### src/rtl/ps2_keycode_decoder_fifo_if.sv
// Key-event stream from the decoder FIFO head to its consumer (valid/ready).
interface ps2_keycode_decoder_fifo_if;
  logic       ev_valid;
  logic       ev_ready;
  logic [7:0] ev_keycode;
  logic       ev_ext;
  logic       ev_make;

  modport master (output ev_valid, ev_keycode, ev_ext, ev_make, input ev_ready);
  modport slave  (input ev_valid, ev_keycode, ev_ext, ev_make, output ev_ready);
endinterface

### src/rtl/ps2_keycode_decoder_fifo.sv
// PS/2 scan-code set 2 decoder feeding a first-word-fall-through event FIFO.
// Optional typematic repeat suppression: define REPEAT_FILTER_EN.
module ps2_keycode_decoder_fifo #(
  parameter int FIFO_DEPTH     = 8,
  parameter int TIMEOUT_CYCLES = 1000000,
  parameter int CNT_W          = $clog2(FIFO_DEPTH + 1)
) (
  input  logic                        clk,
  input  logic                        reset_n,
  input  logic                        ps2_key_en,
  input  logic [7:0]                  ps2_key_data,
  ps2_keycode_decoder_fifo_if.master  ev,
  output logic [CNT_W-1:0]            fifo_count,
  output logic                        overflow,
  output logic                        seq_abort
);

  localparam int AW   = (FIFO_DEPTH > 1) ? $clog2(FIFO_DEPTH) : 1;
  localparam int TO_W = (TIMEOUT_CYCLES > 1) ? $clog2(TIMEOUT_CYCLES) : 1;
  localparam logic [TO_W-1:0] TO_LAST = TO_W'((TIMEOUT_CYCLES > 0) ? TIMEOUT_CYCLES - 1 : 0);

  typedef enum logic [2:0] {S_IDLE, S_F0, S_E0, S_E0F0, S_E1} state_t;

  state_t          state, state_nx, state_eff;
  logic [2:0]      e1_cnt, e1_cnt_nx;
  logic [TO_W-1:0] to_cnt, to_cnt_nx;
  logic            timeout_hit;
  logic            abort_nx;
  logic            push_req, push_fire;
  logic [7:0]      push_code;
  logic            push_ext, push_make;

  assign timeout_hit = (TIMEOUT_CYCLES != 0) && (state != S_IDLE) && (to_cnt == TO_LAST);

  // A timeout and a byte on the same cycle: abort first, then decode the byte from idle.
  always_comb begin
    state_eff = timeout_hit ? S_IDLE : state;
    state_nx  = state_eff;
    e1_cnt_nx = e1_cnt;
    abort_nx  = timeout_hit;
    push_req  = 1'b0;
    push_code = ps2_key_data;
    push_ext  = 1'b0;
    push_make = 1'b1;
    if (ps2_key_en) begin
      case (state_eff)
        S_IDLE: begin
          case (ps2_key_data)
            8'hE0: state_nx = S_E0;
            8'hF0: state_nx = S_F0;
            8'hE1: begin
              state_nx  = S_E1;
              e1_cnt_nx = '0;
            end
            8'hFA, 8'hAA, 8'hEE, 8'hFE, 8'h00, 8'hFF: state_nx = S_IDLE;
            default: push_req = 1'b1;
          endcase
        end
        S_F0: begin
          state_nx = S_IDLE;
          if (ps2_key_data inside {8'hE0, 8'hE1, 8'hF0}) begin
            abort_nx = 1'b1;
          end else begin
            push_req  = 1'b1;
            push_make = 1'b0;
          end
        end
        S_E0: begin
          state_nx = S_IDLE;
          if (ps2_key_data == 8'hF0) begin
            state_nx = S_E0F0;
          end else if (ps2_key_data inside {8'hE0, 8'hE1}) begin
            abort_nx = 1'b1;
          end else begin
            push_req = 1'b1;
            push_ext = 1'b1;
          end
        end
        S_E0F0: begin
          state_nx = S_IDLE;
          if (ps2_key_data inside {8'hE0, 8'hE1, 8'hF0}) begin
            abort_nx = 1'b1;
          end else begin
            push_req  = 1'b1;
            push_ext  = 1'b1;
            push_make = 1'b0;
          end
        end
        S_E1: begin
          if (e1_cnt == 3'd6) begin
            state_nx  = S_IDLE;
            push_req  = 1'b1;
            push_code = 8'hE1;
            push_ext  = 1'b1;
          end else begin
            e1_cnt_nx = e1_cnt + 3'd1;
          end
        end
        default: state_nx = S_IDLE;
      endcase
    end
  end

  always_comb begin
    if ((TIMEOUT_CYCLES == 0) || ps2_key_en || timeout_hit || (state == S_IDLE))
      to_cnt_nx = '0;
    else
      to_cnt_nx = to_cnt + 1'b1;
  end

  always_ff @(posedge clk or negedge reset_n) begin
    if (!reset_n) begin
      state  <= S_IDLE;
      e1_cnt <= '0;
      to_cnt <= '0;
    end else begin
      state  <= state_nx;
      e1_cnt <= e1_cnt_nx;
      to_cnt <= to_cnt_nx;
    end
  end

`ifdef REPEAT_FILTER_EN
  logic       held_valid, held_ext;
  logic [7:0] held_code;
  logic       held_match, is_pause;

  // Pause is the only event that can carry {ext=1, E1}.
  assign is_pause   = push_ext && (push_code == 8'hE1);
  assign held_match = held_valid && (held_ext == push_ext) && (held_code == push_code);
  assign push_fire  = push_req && !(push_make && !is_pause && held_match);

  always_ff @(posedge clk or negedge reset_n) begin
    if (!reset_n) begin
      held_valid <= 1'b0;
      held_ext   <= 1'b0;
      held_code  <= '0;
    end else if (push_req && !is_pause) begin
      if (push_make) begin
        held_valid <= 1'b1;
        held_ext   <= push_ext;
        held_code  <= push_code;
      end else if (held_match) begin
        held_valid <= 1'b0;
      end
    end
  end
`else
  assign push_fire = push_req;
`endif

  logic [9:0]       mem [FIFO_DEPTH];
  logic [AW-1:0]    wr_ptr, rd_ptr;
  logic [CNT_W-1:0] count;
  logic             full, pop, wr_en, ovf_nx;
  logic [9:0]       head;

  assign full   = (count == CNT_W'(FIFO_DEPTH));
  assign pop    = ev.ev_valid && ev.ev_ready;
  assign wr_en  = push_fire && (!full || pop);
  assign ovf_nx = push_fire && full && !pop;
  assign head   = mem[rd_ptr];

  assign ev.ev_valid   = (count != '0);
  assign ev.ev_keycode = ev.ev_valid ? head[9:2] : '0;
  assign ev.ev_ext     = ev.ev_valid && head[1];
  assign ev.ev_make    = ev.ev_valid && head[0];
  assign fifo_count    = count;

  always_ff @(posedge clk) begin
    if (wr_en) mem[wr_ptr] <= {push_code, push_ext, push_make};
  end

  always_ff @(posedge clk or negedge reset_n) begin
    if (!reset_n) begin
      wr_ptr    <= '0;
      rd_ptr    <= '0;
      count     <= '0;
      overflow  <= 1'b0;
      seq_abort <= 1'b0;
    end else begin
      overflow  <= ovf_nx;
      seq_abort <= abort_nx;
      if (wr_en) wr_ptr <= wr_ptr + 1'b1;
      if (pop)   rd_ptr <= rd_ptr + 1'b1;
      case ({wr_en, pop})
        2'b10:   count <= count + 1'b1;
        2'b01:   count <= count - 1'b1;
        default: count <= count;
      endcase
    end
  end

endmodule

### src/flat_wrapper.sv
// flat-port wrapper written by rule: the top's interface ports become plain ports
module ps2_keycode_decoder_fifo_flat 
#(
  parameter int FIFO_DEPTH     = 8,
  parameter int TIMEOUT_CYCLES = 1000000,
  parameter int CNT_W          = $clog2(FIFO_DEPTH + 1)
)
  (clk, reset_n, ps2_key_en, ps2_key_data, fifo_count, overflow, seq_abort, ev_ev_valid, ev_ev_keycode, ev_ev_ext, ev_ev_make, ev_ev_ready);
  ps2_keycode_decoder_fifo_if ev_i ();
  input  logic clk;
  input  logic reset_n;
  input  logic ps2_key_en;
  input  logic [7:0] ps2_key_data;
  output logic [CNT_W-1:0] fifo_count;
  output logic overflow;
  output logic seq_abort;
  output wire logic [$bits(ev_i.ev_valid)-1:0] ev_ev_valid;
  output wire logic [$bits(ev_i.ev_keycode)-1:0] ev_ev_keycode;
  output wire logic [$bits(ev_i.ev_ext)-1:0] ev_ev_ext;
  output wire logic [$bits(ev_i.ev_make)-1:0] ev_ev_make;
  input wire logic [$bits(ev_i.ev_ready)-1:0] ev_ev_ready;
  assign ev_ev_valid = ev_i.ev_valid;
  assign ev_ev_keycode = ev_i.ev_keycode;
  assign ev_ev_ext = ev_i.ev_ext;
  assign ev_ev_make = ev_i.ev_make;
  assign ev_i.ev_ready = ev_ev_ready;
  ps2_keycode_decoder_fifo #(.FIFO_DEPTH(FIFO_DEPTH), .TIMEOUT_CYCLES(TIMEOUT_CYCLES), .CNT_W(CNT_W)) u_core (.clk(clk), .reset_n(reset_n), .ps2_key_en(ps2_key_en), .ps2_key_data(ps2_key_data), .ev(ev_i), .fifo_count(fifo_count), .overflow(overflow), .seq_abort(seq_abort));
endmodule
### config.mk
export PLATFORM = sky130hd
export DESIGN_NAME = ps2_keycode_decoder_fifo_flat
export DESIGN_NICKNAME = d
export VERILOG_FILES = /design/src/rtl/ps2_keycode_decoder_fifo_if.sv /design/src/rtl/ps2_keycode_decoder_fifo.sv /design/src/flat_wrapper.sv
export SDC_FILE = /design/constraint.sdc
export NUM_CORES = 1
export LEC_CHECK = 0
export ABC_AREA = 1
export BUFFER_PORTS_ARGS = -buffer_cell sky130_fd_sc_hd__buf_4
export CAP_MARGIN = 40
export CORE_ASPECT_RATIO = 1.2
export CORE_MARGIN = 5
export CORE_UTILIZATION = 35
export DETAILED_ROUTE_END_ITERATION = 8
export PLACE_DENSITY_LB_ADDON = 0.25
export REMOVE_ABC_BUFFERS = 1
export SYNTH_ARGS = -nofsm -noshare
export SYNTH_HDL_FRONTEND = slang
export SYNTH_SLANG_ARGS = --single-unit
### constraint.sdc
create_clock -name clk -period 2.78 [get_ports clk]
set_clock_uncertainty 0.05 [all_clocks]
set_input_delay 0.556 -clock clk [delete_from_list [all_inputs] [get_ports clk]]
set_output_delay 0.556 -clock clk [all_outputs]
set_load 0.05 [all_outputs]
=== Word level (Yosys, flattened, before mapping) ===
Memory sizes are Yosys's and may differ from the RTL's.
Index checks and enable logic that the tools add are counted.

* Bits in registers: 38
* Bits in writable memories: 80
* Input port bits: 12
* Output and inout port bits: 17
* Logic and storage cells: 93
* Memories kept: 1

{| class="wikitable"
|+ Memories
! memory !! depth !! bits a word !! read ports !! clocked after Yosys merged registers in !! wr ports !! line !! source
|-
| u_core.mem || 8 || 10 || 1 || 0 || 1 || ps2_keycode_decoder_fifo.sv:152 || <nowiki>logic [9:0] mem [FIFO_DEPTH];</nowiki>
|}

* Add/subtract/negate cells: 6
* Eq/ne operators: 19
* Muxes and demuxes: 34
* Reductions and logical operators: 25

{| class="wikitable"
|+ Operators by type and width
! kind !! number
|-
| 8-bit equality test (second input constant) || 8
|-
| 8-bit two-way mux || 4
|-
| 20-bit by 1-bit adder with 20-bit output (second input constant) || 1
|-
| 20-bit equality test (second input constant) || 1
|-
| 20-bit two-way mux || 1
|-
| 1-bit two-way mux || 16
|-
| 3-bit two-way mux || 5
|-
| 3-bit one-hot mux with 4 select lines || 1
|-
| 3-bit by 1-bit adder with 3-bit output (second input constant) || 3
|-
| 3-bit one-hot mux with 3 select lines || 1
|-
| 9-bit OR reduction || 1
|-
| 8-bit zero test || 1
|-
| 4-bit one-hot mux with 2 select lines || 1
|-
| 1-bit logical AND || 7
|-
| 3-bit by 2-bit equality test with 1-bit output (second input constant) || 2
|-
| 3-bit equality test (second input constant) || 2
|-
| 3-bit zero test || 2
|-
| 3-bit one-hot mux with 2 select lines || 1
|-
| 2-bit nonzero test || 3
|-
| 3-bit nonzero test || 2
|-
| 6-bit OR reduction || 1
|-
| 4-bit by 1-bit adder with 4-bit output (second input constant) || 1
|-
| 4-bit equality test (second input constant) || 1
|-
| 1-bit one-hot mux with 4 select lines || 1
|-
| 14 further kinds || 17
|}

=== Logic depth before layout (Yosys ltp) ===
* Word-level depth: 10
* Gate-level depth with buffers: 23
* Depth with buffers taken out: 23

=== Worst setup path after synthesis ===
OpenSTA, ideal clock, no wires.

* Path type: flip-flop to output port
* From: register u_core.count[0], in the netlist u_core.fifo_count[0]
* To: output port ev_ev_ext
* Arrival time: 2517 ps
* Data required time: 2174 ps
* Path slack: -343 ps
* Stages on the path, launching flop included: 6
* Buffers on the path: 1
* Cell sequence: dfrtp_1 > nor2_1 > nand3_1 > clkbuf_1 > o21ai_0 > a31oi_1

* Word-level cells in the longest chain between the ends: 2

{| class="wikitable"
|+ Ends and longest elaborated chain
! item !! line !! source
|-
| from (decl) || ps2_keycode_decoder_fifo.sv:154 || <nowiki>logic [CNT_W-1:0] count;</nowiki>
|-
| from (signal assigned) || ps2_keycode_decoder_fifo.sv:187 || <nowiki>2'b10: count <= count + 1'b1;</nowiki>
|-
| from (signal assigned) || ps2_keycode_decoder_fifo.sv:188 || <nowiki>2'b01: count <= count - 1'b1;</nowiki>
|-
| from (signal assigned) || ps2_keycode_decoder_fifo.sv:189 || <nowiki>default: count <= count;</nowiki>
|-
| 4-bit nonzero test || ps2_keycode_decoder_fifo.sv:164 || <nowiki>assign ev.ev_valid = (count != '0);</nowiki>
|-
| named net ev_ev_valid || flat_wrapper.sv:17 || <nowiki>output wire logic [$bits(ev_i.ev_valid)-1:0] ev_ev_valid;</nowiki>
|-
| 1-bit logical AND || ps2_keycode_decoder_fifo.sv:166 || <nowiki>assign ev.ev_ext = ev.ev_valid && head[1];</nowiki>
|-
| to (decl) || flat_wrapper.sv:19 || <nowiki>output wire logic [$bits(ev_i.ev_ext)-1:0] ev_ev_ext;</nowiki>
|}

The timed path passes the listed nets, and every way through them passes these cells.

=== Worst setup path after layout ===
* From: register u_core.rd_ptr[1]
* To: output port ev_ev_keycode[2]

* Word-level cells in the longest chain between the ends: 2

{| class="wikitable"
|+ Ends and longest elaborated chain
! item !! line !! source
|-
| from (decl) || ps2_keycode_decoder_fifo.sv:153 || <nowiki>logic [AW-1:0] wr_ptr, rd_ptr;</nowiki>
|-
| from (signal assigned) || ps2_keycode_decoder_fifo.sv:185 || <nowiki>if (pop) rd_ptr <= rd_ptr + 1'b1;</nowiki>
|-
| memory read 8 x 10 bit || n/a ||
|-
| 8-bit two-way mux || ps2_keycode_decoder_fifo.sv:165 || <nowiki>assign ev.ev_keycode = ev.ev_valid ? head[9:2] : '0;</nowiki>
|-
| to (decl) || flat_wrapper.sv:18 || <nowiki>output wire logic [$bits(ev_i.ev_keycode)-1:0] ev_ev_keycode;</nowiki>
|}

No other way between the ends.

==> results.cfg <==
[timing]
setup_violations = 0
maxSlewHeadroom = 0.5955
fmax_ghz = 0.3921
min_period_ps = 2550
tightest_slew_ps = 604.4
slew_violations = 0
setup_slack_ps = 229.9
min_period_over_period = 0.9173
final_hold_viol_count = 0

[clocking]
path_clk_slew_ps = 50
root_buffer = clkbuf_16
clock_latency_ps = 410
cts_tree = done
clockBufferDepth = 2
holdBufCountCts = 0
cts_htree_levels = 4
clock-sinks = 118
numCtsBuffers = 17

[synthesis]
synth_edf_count = 80
seq_area_frac_synth = 0.6137
synthesis.area_um2 = 5464
synth.distinct_cells = 40
synthFlopType = edfxtp_1
async_reset_ff_frac = 0.3220
synth_seq_cells = 118
synthCells = 550
ys_warn_count = 0
syn_area_per_cell_um2 = 9.935

[routing]
vias_per_cell = 4.898
dr.pass1.iters = 4
drc = 0
antenna_left = 0
routed_wl_mm = 12.76
initialDrtViolationCount = 299
wire_per_inst_um = 14.99
vias = 4168

[floorplanning]
die_y_um = 146.9
die_w_um = 124.1
start_util = 0.3536
pin_count = 29
rows = 50
core-area_um2 = 15450
die_area_um2 = 18220

[global_routing]
grt_start_max_net_pins = 39
first_global_vias = 4164
gr-total-overflow = 0
grtUsageTotal = 0.1493
grt_first_pass_wirelength_mm = 20.91
antenna_found_initial = 0

[placed_design]
dp_hpwl_mm = 8.596
gp_congestion = 0.8807
placed_cell_area_um2 = 6221
placement.io_buffers = 28
post-place-ws_ps = -112.5

[setup_path]
crit_fanout = 14
critPathKind = register to output port
cp.arrival_ps = 1940
startpoint = u_core.rd_ptr[1]
end_kind = output port
critPathRequiredTime_ps = 2170
timing.rr.start = u_core.to_cnt[9]
start_kind = register

[pwr]
power_density_nw_per_um2 = 1011
peakVddDrop_mv = 0.5068
power.total_mw = 7.048
leakagePower_nw = 2.777

[min_path]
min_path_type = primary input to async pin

[job]
cap_violations = 0

[cells_and_area]
final_area_um2 = 6974
fin_nets = 650
drive_gt1_frac = 0.2364
post-route-util = 0.4513
antenna_cells = 0
area_growth_pct = 27.64

[status]
outcome = finished clean
cells by family (layout without fill, tap and decap cells):
kind of cell               after synthesis  after routing  share of synthesized area
AOI/OAI and AO/OA                      111            111                     0.1115
xor gates and xnor gates                 9              9                    0.01443
adders and majority gates                8              8                    0.01969
buffers and inverters                   70            163                    0.04809
DFF                                    118            118                     0.6137
and+or+nand+nor                        234            234                     0.1926
critical path: stages (launching register included):
cell	delay, ps
dfrtp_2	440
inv_1	90
buf_4	220
o21ai_0	110
o22ai_1	110
o21ai_0	110
a31oi_1	220
buf_4	240
metal layers:
| metal | GRT usage | vias up | wire length (um) | part of all wire |
|---|---|---|---|---|
| li1 | - | 2065 | - | - |
| met1 | 0.1763 | 2024 | 5351 | 0.42 |
| met2 | 0.2630 | 63 | 6792 | 0.53 |
| met3 | 0.03389 | 16 | 432 | 0.034 |
| met4 | 0.05260 | 0 | 180 | 0.014 |
| met5 | 0 | - | 0 | 0 |
final cells by class:
type	instances	area [um^2]
clock buffers	18	429.2
clock inverters	14	158.9
fillers	1457	8478
inverters	53	198.9
multi-input cells	362	1929
flip-flops and latches	118	3354
well taps	208	260.3
repair buffers	78	643.1
cells in the mapped netlist, types with 9 or more instances:
| library cell | count | share of area |
|---|---|---|
| a31oi_1 | 11 | 0.013 |
| clkbuf_1 | 16 | 0.011 |
| nand2_1 | 68 | 0.047 |
| inv_2 | 9 | 0.0062 |
| inv_1 | 43 | 0.030 |
| edfxtp_1 | 80 | 0.44 |
| o21ai_0 | 62 | 0.057 |
| a21oi_1 | 15 | 0.014 |
| dfrtp_1 | 38 | 0.17 |
| o22ai_1 | 12 | 0.014 |
| nand3_1 | 18 | 0.016 |
| nor2_1 | 102 | 0.070 |
| nand4_1 | 11 | 0.013 |
state kept, by name, summed over array words and instances (netlist names):
| name | count |
|---|---|
| u_core.e1_cnt | 3 |
| u_core.fifo_count | 4 |
| u_core.mem | 80 |
| u_core.overflow | 1 |
| u_core.rd_ptr | 3 |
| u_core.seq_abort | 1 |
| u_core.state | 3 |
| u_core.to_cnt | 20 |
| u_core.wr_ptr | 3 |
repair_timing:
| action | CTS | global route |
|---|---|---|
| hold endpoints to repair | 0 | 0 |
| buffers inserted | 0 | 10 |
| gates resized for setup | 2 | 18 |
| pin swaps | 0 | 7 |
| cloned | 0 | 0 |
| setup endpoints to repair | 2 | 53 |
final timing paths:
check                                       end  depth (start not counted)  slack, ps
setup / recovery               ev_ev_keycode[2]                          7        230
hold / removal                 u_core.to_cnt[0]                          1         60
setup reg to reg           u_core.fifo_count[3]                         22        230
hold reg to reg               u_core.to_cnt[16]                          1        470
max in group asynchronous      u_core.rd_ptr[1]                          1       2260
min in group clk                u_core.state[1]                          2        410
through the flow:
step / cells / setup TNS, ps / hold WS [ps]
after floorplan: 533 / -9401 / 210.4
after global placement: 809 / -25.81 / 399.8
after detailed placement: 809 / -112.5 / 406.7
after CTS: 841 / 0 / 62.73
after global routing: 851 / -33.70 / 95.88
final: 851 / 0 / 59.06
power breakdown:
part | internal, mW | switching [mW]
combinational | 0.873 | 1.75
clock | 1.40 | 0.774
sequential | 2.13 | 0.124
cells in the final DEF, fill, tap and decap left out, types with 2 or more instances in the layout:
master	netlist	final
nand3_4	1	3
buf_12	0	4
bufinv_16	0	3
ha_4	0	2
nand3_1	18	18
clkbuf_16	0	17
nor2_1	102	95
nor2_2	6	10
nor4_1	2	2
nor3b_1	2	2
buf_4	0	72
o21ai_0	62	62
clkinv_1	1	3
buf_6	0	2
inv_1	43	43
nand2_1	68	67
clkinv_2	0	4
clkinvlp_4	0	2
dfrtp_1	38	37
o22ai_1	12	12
inv_2	9	9
o31ai_1	2	2
ha_1	7	5
xnor2_1	4	4
nor3_1	8	8
nor2_4	2	5
edfxtp_1	80	80
o21ai_1	3	3
a31oi_1	11	10
nand4_1	11	11
clkinv_4	0	2
nand2_2	4	5
xor2_1	5	5
a21oi_1	15	15
or2_2	3	3
Note: power is estimated with default switching activity, not from simulation.
